[config.mk]
export PLATFORM = sky130hd
export DESIGN_NAME = shifter8_seq
export DESIGN_NICKNAME = d
export VERILOG_FILES = /design/src/rtl/shifter8_pkg.sv /design/src/rtl/mux2_1.sv /design/src/rtl/shift_next8.sv /design/src/rtl/shifter8_seq.sv
export SDC_FILE = /design/constraint.sdc
export NUM_CORES = 1
export LEC_CHECK = 0
export CORE_ASPECT_RATIO = 1.1
export CORE_UTILIZATION = 53
export DETAILED_ROUTE_END_ITERATION = 6
export GPL_ROUTABILITY_DRIVEN = 0
export GPL_TIMING_DRIVEN = 0
export PLACE_DENSITY_LB_ADDON = 0.2
export SKIP_LAST_GASP = 1
export SYNTH_ARGS = -nofsm -noshare
export SYNTH_HDL_FRONTEND = slang
export SYNTH_SLANG_ARGS = --single-unit
[constraint.sdc]
create_clock -name clk -period 4.32 [get_ports clk]
set_clock_uncertainty 0.15 [all_clocks]
set_input_delay 0.648 -clock clk [delete_from_list [all_inputs] [get_ports clk]]
set_output_delay 0.648 -clock clk [all_outputs]
set_load 0.05 [all_outputs]
[src/rtl/shifter8_pkg.sv]
`default_nettype none
// ============================================================================
// Module      : shifter8_pkg
// Description : Shared encodings for the sequential 8-bit shift unit:
//               operation codes, FSM states and small op-class helpers.
// Revision    : 1.0 - initial release
// ============================================================================
package shifter8_pkg;

    // Operation encodings carried on op / held in the op register
    localparam logic [2:0] OP_NOP  = 3'b000;
    localparam logic [2:0] OP_LOAD = 3'b001;
    localparam logic [2:0] OP_LSL  = 3'b010;
    localparam logic [2:0] OP_LSR  = 3'b011;
    localparam logic [2:0] OP_ASR  = 3'b100;
    localparam logic [2:0] OP_ROL  = 3'b101;
    localparam logic [2:0] OP_ROR  = 3'b110;
    localparam logic [2:0] OP_RSVD = 3'b111;

    // Sequencer states; 2'b11 is unused and recovers to ST_IDLE
    typedef enum logic [1:0] {
        ST_IDLE  = 2'b00,
        ST_SHIFT = 2'b01,
        ST_DONE  = 2'b10
    } state_t;

    // True for the five shift/rotate operations (contiguous codes LSL..ROR)
    function automatic logic is_shift_op(input logic [2:0] op);
        return (op >= OP_LSL) && (op <= OP_ROR);
    endfunction

    // True for every operation that captures d_in at accept
    function automatic logic is_load_op(input logic [2:0] op);
        return (op == OP_LOAD) || is_shift_op(op);
    endfunction

endpackage
`default_nettype wire

[src/rtl/mux2_1.sv]
`default_nettype none
// ============================================================================
// Module      : mux2_1
// Description : 1-bit 2-to-1 mux cell; o_y = i_sel ? i_b : i_a.
// Revision    : 1.0 - initial release
// ============================================================================
module mux2_1 (
    input  logic i_a,
    input  logic i_b,
    input  logic i_sel,
    output logic o_y
);

    assign o_y = i_sel ? i_b : i_a;

endmodule
`default_nettype wire

[src/rtl/shift_next8.sv]
`default_nettype none
// ============================================================================
// Module      : shift_next8
// Description : Combinational one-position shift of an 8-bit value. A fill
//               bit (0, sign bit or wrapped bit) is chosen by a small mux
//               chain, then each result bit picks its left or right
//               neighbour through a per-bit 2-to-1 mux cell.
// Revision    : 1.0 - initial release
// ============================================================================
module shift_next8
    import shifter8_pkg::*;
(
    input  logic [7:0] i_d,
    input  logic [2:0] i_op,
    output logic [7:0] o_q
);

    logic       w_left;     // data moves toward the MSB
    logic       w_rot;      // fill comes from the opposite end
    logic       w_zero;     // fill is a constant zero
    logic       w_wrap;     // bit that wraps around for rotates
    logic       w_keep;     // fill before zero forcing
    logic       w_fill;     // final bit entering the vacated position
    logic [7:0] w_from_l;   // candidate result when moving left
    logic [7:0] w_from_r;   // candidate result when moving right

    assign w_left = (i_op == OP_LSL) || (i_op == OP_ROL);
    assign w_rot  = (i_op == OP_ROL) || (i_op == OP_ROR);
    assign w_zero = (i_op == OP_LSL) || (i_op == OP_LSR);

    // ROL wraps the old MSB into bit 0, ROR wraps the old LSB into bit 7
    mux2_1 u_wrap (.i_a(i_d[0]), .i_b(i_d[7]), .i_sel(w_left), .o_y(w_wrap));
    // ASR replicates the sign bit; rotates use the wrapped bit
    mux2_1 u_sign (.i_a(i_d[7]), .i_b(w_wrap), .i_sel(w_rot),  .o_y(w_keep));
    // Logical shifts force the fill to zero
    mux2_1 u_zero (.i_a(w_keep), .i_b(1'b0),   .i_sel(w_zero), .o_y(w_fill));

    assign w_from_l = {i_d[6:0], w_fill};
    assign w_from_r = {w_fill, i_d[7:1]};

    for (genvar i = 0; i < 8; i++) begin : g_bit
        mux2_1 u_dir (
            .i_a  (w_from_r[i]),
            .i_b  (w_from_l[i]),
            .i_sel(w_left),
            .o_y  (o_q[i])
        );
    end

endmodule
`default_nettype wire

[src/rtl/shifter8_seq.sv]
`default_nettype none
// ============================================================================
// Module      : shifter8_seq
// Description : Sequential 8-bit shift unit. Accepts an op/amount/operand on
//               start while idle, then shifts the registered result one
//               position per clock, pulsing done for one cycle at the end.
// Revision    : 1.0 - initial release
// ============================================================================
module shifter8_seq
    import shifter8_pkg::*;
(
    input  logic       clk,
    input  logic       reset_n,
    input  logic       start,
    input  logic [2:0] op,
    input  logic [2:0] amt,
    input  logic [7:0] d_in,
    output logic [7:0] d_out,
    output logic       busy,
    output logic       done
);

    state_t     r_state;
    state_t     w_state_next;
    logic [2:0] r_cnt;
    logic [2:0] w_cnt_next;
    logic [2:0] r_op;
    logic [2:0] w_op_next;
    logic [7:0] r_d_out;
    logic [7:0] w_d_next;
    logic [7:0] w_shifted;

    shift_next8 u_shift_next (
        .i_d (r_d_out),
        .i_op(r_op),
        .o_q (w_shifted)
    );

    // Register update; reset wins over any in-flight operation
    always_ff @(posedge clk) begin
        if (!reset_n) begin
            r_state <= ST_IDLE;
            r_cnt   <= 3'd0;
            r_op    <= OP_NOP;
            r_d_out <= 8'h00;
        end else begin
            r_state <= w_state_next;
            r_cnt   <= w_cnt_next;
            r_op    <= w_op_next;
            r_d_out <= w_d_next;
        end
    end

    // Next-state, counter and load/shift/hold select for the result register
    always_comb begin
        w_state_next = r_state;
        w_cnt_next   = r_cnt;
        w_op_next    = r_op;
        w_d_next     = r_d_out;
        case (r_state)
            ST_IDLE: begin
                if (start) begin
                    w_op_next  = op;
                    w_cnt_next = amt;
                    if (is_load_op(op)) begin
                        w_d_next = d_in;
                    end
                    if (is_shift_op(op) && (amt != 3'd0)) begin
                        w_state_next = ST_SHIFT;
                    end else begin
                        w_state_next = ST_DONE;
                    end
                end
            end
            ST_SHIFT: begin
                w_d_next   = w_shifted;
                w_cnt_next = r_cnt - 3'd1;
                if (r_cnt == 3'd1) begin
                    w_state_next = ST_DONE;
                end
            end
            ST_DONE: begin
                w_state_next = ST_IDLE;
            end
            default: begin
                // Unused encoding: recover without touching the result
                w_state_next = ST_IDLE;
            end
        endcase
    end

    assign d_out = r_d_out;
    assign busy  = (r_state == ST_SHIFT) || (r_state == ST_DONE);
    assign done  = (r_state == ST_DONE);

endmodule
`default_nettype wire
# Yosys cells after proc, flatten, opt, wreduce, memory -nomap -nowiden

Index checks and enable logic that the tools add are counted.

Add/subtract/negate cells: 1
Mux-type cells: 20
$lt $le $gt $ge: 2
Reduce and logical (&&, ||, !) cells: 14
Eq/ne operators: 11

Operators with widths:

| cell                  | count |
|---|---|
| $mux W8               | 2 |
| $pmux W8 S2           | 1 |
| $mux W1               | 11 |
| $eq A3 B1 Y1 const B  | 2 |
| $eq A3 B2 Y1 const B  | 2 |
| $eq A3 B3 Y1 const B  | 2 |
| $mux W2               | 3 |
| $ne A2 B2 Y1 const B  | 3 |
| $pmux W3 S2           | 1 |
| $reduce_and A2 Y1     | 3 |
| $logic_or A1 B1 Y1    | 5 |
| $pmux W2 S2           | 1 |
| $ge A3 B2 Y1 const B  | 1 |
| $le A3 B3 Y1 const B  | 1 |
| $mux W3               | 1 |
| $reduce_and A3 Y1     | 1 |
| $reduce_bool A3 Y1    | 1 |
| $sub A3 B1 Y3 const B | 1 |
| $eq A2 B1 Y1 const B  | 1 |
| $eq A2 B2 Y1 const B  | 1 |
| $logic_and A1 B1 Y1   | 2 |
| $logic_not A2 Y1      | 1 |
| $reduce_bool A2 Y1    | 1 |

Input bits: 17
Word-level logic and storage cells: 52
Register bits after elaboration: 16
Output and inout bits: 10

# Logic depth before layout (Yosys ltp)

Gate-level depths: netlist of the first run.

Depth in word-level cells: 7
Mapped depth: 7
Depth with buffers taken out: 6

# Cells and area by module

Synthesis of the first run repeated with hierarchy kept, for this count alone.

Cells, all modules: 117
Area, all modules: 1112.3 um2

By module, submodules not included:

| module       | cells each | instances | seq. area each (um2) | area an instance (um2) |
|---|---|---|---|---|
| shifter8_seq | 100        | 1         | 320.3                | 907.1 |
| mux2_1       | 1          | 11        | 0.0                  | 15.0 |
| shift_next8  | 6          | 1         | 0.0                  | 40.0 |

# Worst setup path after synthesis of the first run

Ideal clock, no wire load.

Kind: input -> register
Start point: in op[2]
End point: reg r_d_out[0], in the netlist d_out[0]
Setup time: 0.073 ns
Stages: 5
Data required time: 4.097 ns
Setup slack: 2.600 ns
Arrival time: 1.497 ns
Path buffers: 1
Cell sequence: and3_1 o31ai_4 buf_6 nand2_1 o22ai_2

Longest elaborated chain between the ends: 5
Elaborated cells between the ends (all ways): 7
Classes of those cells: order compare (2); eq/ne (2); reduce/logical (3)

Ends and longest elaborated chain:

| what                                         | RTL line           | text |
|---|---|---|
| from (decl)                                  | shifter8_seq.sv:15 | `input logic [2:0] op,` |
| $ge A3 B2 Y1 or $le A3 B3 Y1 (tied branches) | shifter8_pkg.sv:29 | `return (op >= OP_LSL) && (op <= OP_ROR);` |
| $logic_and A1 B1 Y1                          | shifter8_pkg.sv:29 |  |
| $logic_or A1 B1 Y1 (*)                       | shifter8_pkg.sv:34 | `return (op == OP_LOAD) \|\| is_shift_op(op);` |
| $ne A2 B2 Y1 (no line) (*)                   | n/a                |  |
| $reduce_and A3 Y1 (no line) (*)              | n/a                |  |
| to (signal assigned)                         | shifter8_seq.sv:50 | `r_d_out <= w_d_next;` |
| to (decl)                                    | shifter8_seq.sv:29 | `logic [7:0] r_d_out;` |

Mark *: on every way between the ends. The rest lies on a longest branch, timed or not.
A chain may end at the register's enable or synchronous reset.

# Worst setup path after layout of the first run

Start point: reg r_state[1]
End point: out busy

Longest elaborated chain between the ends: 2
Elaborated cells between the ends (all ways): 3
Classes of those cells: eq/ne (2); reduce/logical (1)

Ends and longest elaborated chain:

| what                                         | RTL line           | text |
|---|---|---|
| from (decl)                                  | shifter8_seq.sv:23 | `state_t r_state;` |
| from (signal assigned)                       | shifter8_seq.sv:47 | `r_state <= w_state_next;` |
| $eq A2 B1 Y1 or $eq A2 B2 Y1 (tied branches) | shifter8_seq.sv:93 | `assign busy = (r_state == ST_SHIFT) \|\| (r_state == ST_DONE);` |
| $logic_or A1 B1 Y1 (*)                       | shifter8_seq.sv:93 |  |
| to (decl)                                    | shifter8_seq.sv:19 | `output logic busy,` |

Marks and branches as above.

==> results.env, run 1 <==
DIE-WIDTH_MICRONS=47.16
PLACE_WORST_SETUP_SLACK_PS=1865
SLEW_VIOL_FINAL=0
DRC=0
POSTCTSSETUPREPAIRBUFS=0
DRIVE_ABOVE_1_SHARE_PCT=12.29
GROUTE.LAYER.MET2.USAGE_PCT=49.07
CTS-ROOT-TO-SINK-BUFFERS=2
IOS=27
ANTENNA_FOUND_INITIAL=0
ANTENNADIODECOUNT=0
DPL-INSTANCE-AREA_SQ_UM=1484
SYN_NETS=171
MAX_STAGE_DELAY_PS=790
CTSROOTBUFFERMASTER='sky130_fd_sc_hd__clkbuf_4'
POWER.SEQUENTIAL.FRACTION_PCT=35.2
YS.WARNINGS.COUNT=0
GRT_SETUP_UNREPAIRED='false'
REMAINING_NUMBER_OF_NETS_FLAGGED_BY_THE_ANTENNA_CHECK_AFTER_ROUTING=0
POWER.IR.VDD_WORST_V=0.0002655
MET1_USAGE_PCT=31.91
CTS_INSERTED_BUFFERS=3
KIND_OF_CELL_ADDING_THE_MOST_DELAY_TO_THE_CRITICAL_PATH='buffers and inverters'
INITIAL_UTILIZATION_PCT=57.61
COMB_POWER_SHARE_PCT=45.6
CTS_TREE='yes'
WORST-R2R-SETUP-SLACK_PS=2390
GRT_UTIL_MET3_PCT=3.819
RR_STARTPOINT='r_state[1]$_SDFFE_PN0P_'
MAX_FREQ_MHz=383.0
TIMING.HOLD.WORST.CLASS='flip-flop to flip-flop'
SETUP_VIOL=0
WORST-ENDPOINT-ARRIVAL_PS=1810
MULTI_INPUT_AREA_SQ_UM=732.0
CLOCK_TREE.HTREE_LEVEL_COUNT=1
AREA_ENCLOSED_BY_THE_DIE_BOUNDARY_SQ_UM=2437
SYNTH.YOSYS.SEQ_AREA_SHARE_PCT=26.95
REG2REG_TO='d_out[3]$_SDFFE_PN0P_'
P_SW_uW=215.1
SETUP.WORST_PATH.START_CLASS='flip-flop'
SYN_AVG_CELL_AREA_SQ_UM=7.977
SLOWEST_STAGE_CELL_ON_THE_CRITICAL_PATH='sky130_fd_sc_hd__clkdlybuf4s50_1'
CORE_AR_SQ_UM=2063
ROUTE.DETAILED.VIAS_PER_INST=5.894
DP_HPWL_MM=2.200
PORT-BUFFER-COUNT=26
TIGHTEST_SLEW_PS=493.6
AVGROUTEDWIREPERCELL_MICRONS=14.29
TIMING.MAX_SLEW.REL_SLACK_PCT=66.99
UNIQUE_MASTERS_POST_SYNTH=42
SYNTH_SEQ_CELLS=16
SYN_TO_FINAL_GROWTH_PCT=27.89
PLACEMENT_ROWS=17
RR_WORST_DEPTH=7
DRT-PASS1-ITER-COUNT=4
POST_CTS_SIZING=0
TIMING.CRITICAL_PATH.CELLS='inv_1 > ha_1 > clkdlybuf4s50_1'
NNETSFINAL=202
HOLDPATHEND='r_cnt[1]$_SDFFE_PN0P_'
GRT_USE_TOTAL_PCT=27.44
P_TOTAL_uW=537.1
FILLCELLCOUNT=179
FINAL_CELL_COUNT_NO_FILL=207
SYNTH-EDFF-COUNT=0
SWITCHING_SHARE_PCT=40.04
P_PER_AREA_nW_PER_UM2=353.3
WORSTSETUPPATHTYPE='flip-flop to primary output'
WORST-PATH-MAX-FANOUT=3
LAYOUT_MIN_CYCLE_TIME_PS=2611
CRITPATHREQUIREDTIME_PS=3520
HOLDPATHSTAGES=2
DP_CELLS=203
GRT_PASS1_VIAS=1120
CLOCK_SINK_COUNT=16
FIN_WS_PS=1709
POWER.CLOCK.FRACTION_PCT=19.2
CHIPHEIGHT_MICRONS=51.67
YS_ASYNC_SR_FRACTION_PCT=0
POST-ROUTE-PERIOD-UTIL_PCT=60.43
FIRST_ITER_VIOLATIONS=33
CTS_HOLD_REPAIR.BUFFERS=0
SYNTH_FLOP_TYPE='sky130_fd_sc_hd__dfxtp_1'
LAYOUT.AREA.SEQ_SQ_UM=320.3
MIN_FROM='r_cnt[1]$_SDFFE_PN0P_'
P_INT_uW=322.0
MOST_CROWDED_LAYER_AFTER_GLOBAL_ROUTING='met2'
OUTCOME='completed'
WORSTSKEWPAIRLATENCY_PS=290
MAX-CAP-VIOLATIONS=0
SYNTHESIZED_NETLIST_CELL_COUNT=149
GRT_FIRST_PASS_WIRELENGTH_MM=4.823
WORST_SETUP_HOLD_PATH_CLK_SLEW_PS=100
POST-ROUTE-CELL-AREA_SQ_UM=1520
GRT_OVERFLOW=0
SYNTHESIS.AREA_SQ_UM=1189
DETAILROUTE.VIA_COUNT=1220
GRT_MAX_DEGREE=11
CRITICAL_PATH.N_BUFFERS_INVERTERS=2
FINALSETUPTNS_PS=0
WORST_SETUP_PATH_END_KIND='primary output'
REPORT.FINAL.HOLD_VIOL_COUNT=0
ROUTE.FINAL.WIRE_LENGTH_MM=2.959
P_LEAK_uW=0.0005784
cell families (layout without fill, tap and decap cells):
kind of cell	after synthesis	count (layout)	share of synthesized area, %
buffers and inverters	25	55	11.47
AOI/OAI and AO/OA	58	58	37.05
DFF	16	16	26.95
and+or+nand+nor	45	45	19.26
adders and majority gates	5	5	5.263
worst reg2reg max path, delay by kind of cell, from the launching register on:
family / cells / cell delay, ps
adder cells (fa/ha/maj): 1 / 270
flip-flops: 1 / 350
buffers and inverters: 2 / 300
AND/OR/NAND/NOR: 1 / 150
AO/OA/AOI/OAI: 3 / 640
registers in the layout, indices dropped and copies added (netlist names):
| name | cells |
|---|---|
| r_op | 3 |
| r_cnt | 3 |
| r_state | 2 |
| d_out | 8 |
per-layer routing:
metal / up-vias / part of all wire, % / routed length (microns)
li1: 602 / - / -
met1: 558 / 43 / 1264
met2: 56 / 51 / 1498
met3: 4 / 5.6 / 166
met4: 0 / 1.0 / 30
met5: - / 0 / 0
layout by cell type, fill, tap and decap left out, types with 5 or more instances in the layout:
cell type                          n
sky130_fd_sc_hd__clkdlybuf4s50_1  26
sky130_fd_sc_hd__nand2_1          17
sky130_fd_sc_hd__dfxtp_1          16
sky130_fd_sc_hd__inv_1             9
sky130_fd_sc_hd__a31oi_1           8
sky130_fd_sc_hd__o21ai_0           8
sky130_fd_sc_hd__buf_4             8
sky130_fd_sc_hd__nor2b_1           6
sky130_fd_sc_hd__nand2b_1          5
sky130_fd_sc_hd__a211o_1           5
sky130_fd_sc_hd__a21oi_1           5
sky130_fd_sc_hd__ha_1              5
synthesized netlist by cell type, types with 3 or more instances:
cell type                  count  area share, %
sky130_fd_sc_hd__buf_2         3            1.3
sky130_fd_sc_hd__a21oi_1       5            2.1
sky130_fd_sc_hd__a31oi_1       8            4.2
sky130_fd_sc_hd__inv_1         9            2.8
sky130_fd_sc_hd__nand2_1      17            5.4
sky130_fd_sc_hd__nor3b_1       3            1.9
sky130_fd_sc_hd__a21boi_0      3            1.9
sky130_fd_sc_hd__o21bai_1      4            2.5
sky130_fd_sc_hd__dfxtp_1      16             27
sky130_fd_sc_hd__o21ai_0       8            3.4
sky130_fd_sc_hd__buf_4         8            5.1
sky130_fd_sc_hd__ha_1          5            5.3
sky130_fd_sc_hd__nand2b_1      5            2.6
sky130_fd_sc_hd__a211o_1       5            3.7
sky130_fd_sc_hd__nor2_1        4            1.3
sky130_fd_sc_hd__clkbuf_1      3           0.95
sky130_fd_sc_hd__o32ai_1       3            2.2
sky130_fd_sc_hd__o221ai_1      3            2.2
sky130_fd_sc_hd__nor2b_1       6            3.2
sky130_fd_sc_hd__nand3_1       4            1.7
metrics by stage:
| step | util, % | hold slack [ps] |
|---|---|---|
| floorplan | - | 280.7 |
| global placement | 71.92 | 292.2 |
| detailed placement | 71.92 | 294.0 |
| CTS | 73.68 | 308.6 |
| global route | 73.68 | 341.4 |
| finish | 73.68 | 303.6 |
final cells by class:
cell class              count  area share, %
plain buffers              16          6.749
clock buffers               4          2.387
inverters                   9          2.222
multi-input cells         108          48.15
flip-flops and latches     16          21.07
well taps                  28          2.305
repair buffers             26          17.12
worst max path at each step:
stage | cells past startpoint | slack [ps] | startpoint | to
2_1_floorplan | 5 | 2600 | op[2] | d_out[0]$_SDFFE_PN0P_
3_5_place_dp | 6 | 1860 | start | d_out[3]$_SDFFE_PN0P_
4_1_cts | 3 | 1700 | r_state[1]$_SDFFE_PN0P_ | busy
5_1_grt | 3 | 1660 | r_state[1]$_SDFFE_PN0P_ | busy
3_3_place_gp | 6 | 1890 | start | d_out[0]$_SDFFE_PN0P_
6_report | 3 | 1710 | r_state[1]$_SDFFE_PN0P_ | busy
power groups by stage:
stage	Sequential (uW)	Combinational (uW)	Clock, uW
final	189	245	103
after global routing	192	264	110
after CTS	188	245	105
after detailed placement	191	244	0
after global placement	190	237	0
after floorplan	185	179	0
Power figures use the tool's default switching activity.
==> run 2, diff against run 1 <==
--- a/config.mk
+++ b/config.mk
@@ -6,7 +6,7 @@
 export NUM_CORES = 1
 export LEC_CHECK = 0
 export CORE_ASPECT_RATIO = 1.1
-export CORE_UTILIZATION = 53
+export CORE_UTILIZATION = 49
 export DETAILED_ROUTE_END_ITERATION = 6
 export GPL_ROUTABILITY_DRIVEN = 0
 export GPL_TIMING_DRIVEN = 0
==> constraint.sdc (replaced) <==
create_clock -name clk -period 2.5 [get_ports clk]
set_clock_uncertainty 0.15 [all_clocks]
set_input_delay 0.375 -clock clk [delete_from_list [all_inputs] [get_ports clk]]
set_output_delay 0.375 -clock clk [all_outputs]
set_load 0.05 [all_outputs]
==> run 2 against run 1 <==
Against the previous run: utilization down 6.7 points; die area up 7.8%; via count fell by 0.82%; global-route usage decreased by 1.0 points; clock-buffer cell count is the same; sequential cell count stayed put; first-iteration DRC count shrank 12%; critical path depth is the same; non-clock buffer count stayed put; critical path type unchanged; critical endpoint unchanged.
==> results.env, run 2 (synthesis results as in run 1) <==
PORT-BUFFER-COUNT=26  # unchanged
CLOCK_SINK_COUNT=16  # unchanged
FILLCELLCOUNT=198  # +11%
WORST-PATH-MAX-FANOUT=3  # unchanged
WORST-ENDPOINT-ARRIVAL_PS=1820  # about the same
MAX_FREQ_MHz=427.2
ROUTE.DETAILED.VIAS_PER_INST=5.789  # -1.8%
TIMING.MAX_SLEW.REL_SLACK_PCT=65.17  # -1.8 points
SETUP.WORST_PATH.START_CLASS='flip-flop'
IOS=27  # unchanged
ANTENNADIODECOUNT=0  # unchanged
GRT_FIRST_PASS_WIRELENGTH_MM=5.133  # +6.4%
AREA_ENCLOSED_BY_THE_DIE_BOUNDARY_SQ_UM=2627  # +7.8%
AVGROUTEDWIREPERCELL_MICRONS=14.55  # +1.8%
NNETSFINAL=202  # unchanged
FINAL_CELL_COUNT_NO_FILL=209  # +0.97%
CTS_HOLD_REPAIR.BUFFERS=0  # unchanged
WORSTSKEWPAIRLATENCY_PS=300  # about the same
CTS-ROOT-TO-SINK-BUFFERS=2  # unchanged
SYN_TO_FINAL_GROWTH_PCT=28.11
FIRST_ITER_VIOLATIONS=29  # -12%
P_LEAK_uW=0.0005784  # unchanged
GRT_OVERFLOW=0  # unchanged
GRT_PASS1_VIAS=1141  # +1.9%
CTSROOTBUFFERMASTER='sky130_fd_sc_hd__clkbuf_4'
CHIPHEIGHT_MICRONS=53.66  # +3.8%
POST_CTS_SIZING=0  # unchanged
WORST_SETUP_HOLD_PATH_CLK_SLEW_PS=110  # about the same
CTS_TREE='yes'
TIMING.HOLD.WORST.CLASS='flip-flop to flip-flop'
FIN_WS_PS=159.3  # -1550 ps
REMAINING_NUMBER_OF_NETS_FLAGGED_BY_THE_ANTENNA_CHECK_AFTER_ROUTING=0  # unchanged
MOST_COMMON_CELL_AFTER_LAYOUT_FILL_AND_TAPS_ASIDE='sky130_fd_sc_hd__clkdlybuf4s50_1'
POWER.IR.VDD_WORST_V=0.0004986  # +88%
DRIVE_ABOVE_1_SHARE_PCT=12.29  # unchanged
CTS_INSERTED_BUFFERS=3  # unchanged
GRT_USE_TOTAL_PCT=26.43  # -1.0 points
FINALSETUPTNS_PS=0  # unchanged
ANTENNA_FOUND_INITIAL=0  # unchanged
INITIAL_UTILIZATION_PCT=52.26  # -5.4 points
FINAL_CELL_MIX='sky130_fd_sc_hd__clkdlybuf4s50_1 (26), sky130_fd_sc_hd__nand2_1 (17), sky130_fd_sc_hd__dfxtp_1 (16)'
DIE-WIDTH_MICRONS=48.96  # +3.8%
SLEW_VIOL_FINAL=0  # unchanged
CRITPATHREQUIREDTIME_PS=1980  # -1540 ps
GRT_MAX_DEGREE=11  # unchanged
PLACEMENT_ROWS=18  # +1
P_PER_AREA_nW_PER_UM2=612.3  # +73%
DRT-PASS1-ITER-COUNT=4  # unchanged
CORE_AR_SQ_UM=2275  # +10%
OUTCOME='completed'
REPORT.FINAL.HOLD_VIOL_COUNT=0  # unchanged
DETAILROUTE.VIA_COUNT=1210  # -0.82%
LAYOUT_MIN_CYCLE_TIME_PS=2341
ROUTE.FINAL.WIRE_LENGTH_MM=3.041  # +2.8%
DP_HPWL_MM=2.221  # +0.92%
POSTCTSSETUPREPAIRBUFS=0  # unchanged
GRT_SETUP_UNREPAIRED='false'
POST-ROUTE-PERIOD-UTIL_PCT=93.63
WORSTSETUPPATHTYPE='flip-flop to primary output'
FINAL_UTIL_PCT=66.94  # -6.7 points
CLOCK_TREE.HTREE_LEVEL_COUNT=1  # unchanged
TIGHTEST_SLEW_PS=522.5  # +28.86 ps
SETUP_VIOL=0  # unchanged
DP_CELLS=205  # +0.99%
LARGEST_REGISTER_FF_COUNT=8  # unchanged
WORST_SETUP_PATH_END_KIND='primary output'
DRC=0  # unchanged
PLACE_WORST_SETUP_SLACK_PS=309.4  # -1555 ps
MAX-CAP-VIOLATIONS=0  # unchanged
[run 2: cell counts in the layout (fill, tap and decap cells not counted)]
No cell type changed its count.
[run 2: power by group]
| part | internal [uW] | total (uW) | switching (uW) |
|---|---|---|---|
| logic | 179 | 424 | 244 |
| clock network | 88.9 | 181 | 92.1 |
| registers | 289 | 327 | 38.8 |
[run 2: worst paths after layout]
path	from	end	slack, ps	depth (start not counted)
worst min register to register	r_cnt[1]$_SDFFE_PN0P_	r_cnt[1]$_SDFFE_PN0P_	310	2
worst max register to register	r_state[0]$_SDFFE_PN0P_	d_out[3]$_SDFFE_PN0P_	520	7
worst min-delay path	r_cnt[1]$_SDFFE_PN0P_	r_cnt[1]$_SDFFE_PN0P_	310	2
worst max-delay path	r_state[1]$_SDFFE_PN0P_	busy	160	3
[run 2: metal layers]
layer	share of wire, %	track usage, %	routed length, microns	vias up
li1	-	-	-	602
met1	43	28.38	1320	563
met2	50	50.00	1524	39
met3	4.6	4.520	140	6
met4	1.8	15.20	55	0
met5	0	0	0	-
[run 2: critical path, stage by stage, from the launching register on]
cell and delay (ps):
sky130_fd_sc_hd__dfxtp_1 390, sky130_fd_sc_hd__inv_1 70, sky130_fd_sc_hd__ha_1 270, sky130_fd_sc_hd__clkdlybuf4s50_1 790
[run 2: per-stage QoR]
step / hold slack (ps) / instance area [sq um] / power, uW
finish: 313.2 / 1523 / 932.3
global route: 364.4 / 1523 / 988.4
CTS: 320.4 / 1523 / 933.0
floorplan: 280.7 / 1189 / 629.3
global placement: 292.0 / 1486 / 740.0
detailed placement: 307.7 / 1486 / 752.1
[run 2: final cells by class]
class                           instances  area (sq um)  share of cell area (%)
Inverter                                9         33.78                   2.219
Timing Repair Buffer                   26         260.3                   17.09
Sequential cell                        16         320.3                   21.04
Clock buffer                            4         36.28                   2.383
Tap cell                               30         37.54                   2.465
Multi-Input combinational cell        108         732.0                   48.07
Buffer                                 16         102.6                   6.738
